`src/rtl/tlp_xcvr_pkg.sv`:
```
// Shared types, register map and generator step for the C2F stream checker.
// DEFAULT_SEED stands in whenever the programmed seed is zero, because xorshift never leaves state zero.
package tlp_xcvr_pkg;

    localparam int CHAN_WIDTH = 8;

    typedef logic [CHAN_WIDTH-1:0] Channel;
    typedef logic [31:0]           Data;
    typedef logic [63:0]           uint64;

    localparam uint64 DEFAULT_SEED = 64'h0123456789ABCDEF;

    localparam logic [2:0] OFF_CTRL      = 3'd0;
    localparam logic [2:0] OFF_SEED_LO   = 3'd1;
    localparam logic [2:0] OFF_SEED_HI   = 3'd2;
    localparam logic [2:0] OFF_LEN       = 3'd3;
    localparam logic [2:0] OFF_STATUS    = 3'd4;
    localparam logic [2:0] OFF_WORDS     = 3'd5;
    localparam logic [2:0] OFF_ERRS      = 3'd6;
    localparam logic [2:0] OFF_FIRST_ERR = 3'd7;

    typedef enum logic [1:0] {
        ST_IDLE = 2'd0,
        ST_RUN  = 2'd1,
        ST_PASS = 2'd2,
        ST_FAIL = 2'd3
    } state_t;

    function automatic uint64 xorshift64(uint64 x);
        uint64 y;
        y = x;
        y = y ^ (y << 13);
        y = y ^ (y >> 7);
        y = y ^ (y << 17);
        return y;
    endfunction

endpackage

```
`src/rtl/c2f_prbs64.sv`:
```
// Expected-data generator: 64-bit xorshift with registered output.
// load has priority over advance so a restart never sees a stale step.
module c2f_prbs64
    import tlp_xcvr_pkg::*;
(
    input  logic  clk,
    input  logic  rst,
    input  logic  load,
    input  uint64 seed,
    input  logic  advance,
    output uint64 value
);

    always_ff @(posedge clk) begin
        if (rst) begin
            value <= '0;
        end else if (load) begin
            value <= seed;
        end else if (advance) begin
            value <= xorshift64(value);
        end
    end

endmodule

```
`config.mk`:
```
export PLATFORM = sky130hd
export DESIGN_NAME = c2f_prbs64
export DESIGN_NICKNAME = d
export VERILOG_FILES = /design/src/rtl/tlp_xcvr_pkg.sv /design/src/rtl/c2f_prbs64.sv
export SDC_FILE = /design/constraint.sdc
export NUM_CORES = 1
export LEC_CHECK = 0
export ABC_AREA = 0
export BUFFER_PORTS_ARGS = -buffer_cell sky130_fd_sc_hd__buf_2
export CAP_MARGIN = 20
export CORE_UTILIZATION = 25
export DETAILED_ROUTE_END_ITERATION = 8
export GPL_TIMING_DRIVEN = 0
export PLACE_DENSITY_LB_ADDON = 0.1
export RECOVER_POWER = 25
export SETUP_SLACK_MARGIN = 0.05
export SLEW_MARGIN = 20
export SYNTH_ARGS = -nofsm -noshare
export SYNTH_HDL_FRONTEND = slang
export SYNTH_SLANG_ARGS = --single-unit
```
`constraint.sdc`:
```
create_clock -name clk -period 1.5 [get_ports clk]
set_input_delay 0.225 -clock clk [delete_from_list [all_inputs] [get_ports clk]]
set_output_delay 0.225 -clock clk [all_outputs]
set_load 0.03 [all_outputs]
```
==> reports/metrics.yaml <==
clock_network:
  cts-root-buf: "clkbuf_16"
  clock_sinks: 64
  cts_tree: "done"
  path_clk_slew_ns: 0.06
  cts_hold_buf: 0
  clk_latency_ns: 0.34
  max-clock-path-buffers: 2
  htreeDepth: 3
  cts_buffers: 9
sta:
  worst_slack_ns: -0.02815
  finalCritPeriodShare_pct: 101.9
  hold_viol: 0
  max_slew_margin_pct: 46.93
  rsz0062_at_grt: "true"
  setup_viol: 1
  finalClockSkew_ns: 0.004873
  period_needed_ns: 1.528
  drv_slew: 0
  max_freq_mhz: 654.4
  worst_pin_slew_ns: 0.7961
finish:
  diodes: 0
  final_nets: 710
  largest-register: "value"
  reg_top3: "value x64"
  area_growth_pct: 41.74
  drive_above_1_share_pct: 33.75
  largest_register_ff_count: 64
yosys:
  async_flop_share_pct: 0
  yosysMostFrequentCell: "xnor2_1"
  synth_cells: 497
  yosysTopAreaCell: "dfxtp_1"
  syn_nets: 565
  ys_warn_count: 0
  yosys.area.top_type_share_pct: 30.36
  synth_commonest_cells: "xnor2_1 (112), dfxtp_1 (64), xor2_1 (61)"
  synthesis.area_um2: 4220
  synth-edff-count: 0
  seq_area_frac_synth_pct: 30.36
  ys.flop_type: "dfxtp_1"
  avgSynthCellArea_um2: 8.492
  synth.distinct_cells: 25
  synth_area_leaders: "dfxtp_1 (30%), xnor2_1 (23%), xor2_1 (13%)"
  synth_seq_cells: 64
setup_path:
  cp.arrival_ns: 1.77
  start_kind: "flip-flop"
  worst-setup-path-type: "reg2reg"
  reg2reg_to: "value[18]"
  cp.required_ns: 1.74
  r2r_cells: 5
  cp-end-kind: "flip-flop"
  cp_max_fo: 5
  r2r_slack_ns: -0.03
  r2r-start: "value[12]"
route:
  viasPerCell: 4.603
  drt-total-wl_um: 17680
  drt_pre_antenna_iters: 4
  num_vias: 3986
  ant_nets: 0
  route.detailed.drc: 0
  wl_per_cell_um: 20.42
  drt_iter0_drc: 237
outcome:
  violations: "negative setup slack"
  status: "finished with violations"
min_path:
  hold_path_depth: 3
  min_path_type: "in2reg"
  hold_end: "value[1]"
  hold_start: "seed[1]"
grt:
  grt_pass1_vias: 4189
  gr-total-overflow: 0
  antenna_found_initial: 0
  grt_max_degree: 12
  grt_pass1_wl_um: 26120
  grt_usage_pct: 20.42
floorplanning:
  row_count: 47
  core_area_um2: 16520
  initial_utilization_pct: 25.54
  fp.dieH_um: 131.9
  dieWidth_um: 131.9
  die_area_um2: 17400
  ios: 132
pwr:
  leakagePower_nw: 2.505
  p_total_mw: 10.40
  p_per_area_nw_per_um2: 1738
  peakVddDrop_mv: 0.6093
job:
  drv_cap: 0
placement:
  gp_congestion: 0.8082
  place_ws_ns: -0.6286
  numPortBuffers: 129
  dpl.hpwl_um: 13350
==> layer usage <==
metal,GRT usage [%],share of wire (%),wire (µm)
met5,0,0,0
met2,33.36,46,8169
met4,5.749,1.6,288
met3,3.614,4.9,870
met1,27.50,47,8352
==> worst max path at each step <==
stage,from,endpoint,slack [ns],cells after the start
floorplan,value[25],value[18],-0.002,5
global placement,advance,value[41],-0.60,5
detailed placement,advance,value[33],-0.63,5
CTS,value[12],value[18],-0.05,5
global route,value[25],value[18],-0.12,5
finish,value[12],value[18],-0.03,5
==> placed cells by master (no fill, tap or decap), drive strengths merged, types with 10 or more instances in the layout <==
| cell type | n |
|---|---|
| nor2 | 32 |
| nand2 | 26 |
| xnor2 | 115 |
| buf | 111 |
| xor2 | 61 |
| a211oi | 10 |
| clkbuf | 74 |
| and3 | 41 |
| a21oi | 50 |
| dfxtp | 64 |
| o22ai | 39 |
==> report_power, final <==
group	leakage [nW]	internal, mW	switching (mW)	total, mW
Sequential	0.544	2.04	0.636	2.68
Clock	0.136	1.25	0.779	2.03
Combinational	1.83	2.70	2.99	5.69
Total	2.51	5.99	4.40	10.4
==> final cells by class <==
type / count / area (µm²)
Sequential cell: 64 / 1345
Fill cell: 1740 / 10540
Clock buffer: 15 / 277.8
Buffer: 33 / 151.4
Tap cell: 220 / 275.3
Inverter: 2 / 7.507
Timing Repair Buffer: 137 / 681.9
Multi-Input combinational cell: 395 / 3243
==> cells by family after synthesis <==
kind of cell	synth area share (%)
multiplexers	0.2372
flip-flops	30.36
AND/OR/NAND/NOR	12.13
AO/OA/AOI/OAI	14.94
buffers and inverters	3.646
XOR/XNOR	38.69
==> what timing repair did <==
action / CTS / global route
gates cloned: 0 / 0
resized for setup: 37 / 46
pin swaps: 6 / 9
setup endpoints to repair: 52 / 54
buffers inserted: 3 / 5
==> critical path, stage by stage (launching register included) <==
cell and delay [ns]:
dfxtp_4 0.39, xnor2_4 0.15, xnor2_2 0.20, xnor2_1 0.11
or3_1 0.31, a311oi_1 0.26
==> per-stage QoR <==
step,hold slack [ns],TNS [ns],util (%),cell area (µm²),cells
final,0.1251,-0.02815,36.20,5982,866
after detailed placement,0.4650,-28.08,31.74,5245,846
after global routing,0.1380,-0.3471,36.20,5982,866
after floorplan,0.3593,-0.001951,-,4324,497
after global placement,0.4544,-26.68,31.74,5245,846
after CTS,0.1118,-0.06198,34.66,5728,861
Note: power is estimated with default switching activity, not from simulation.
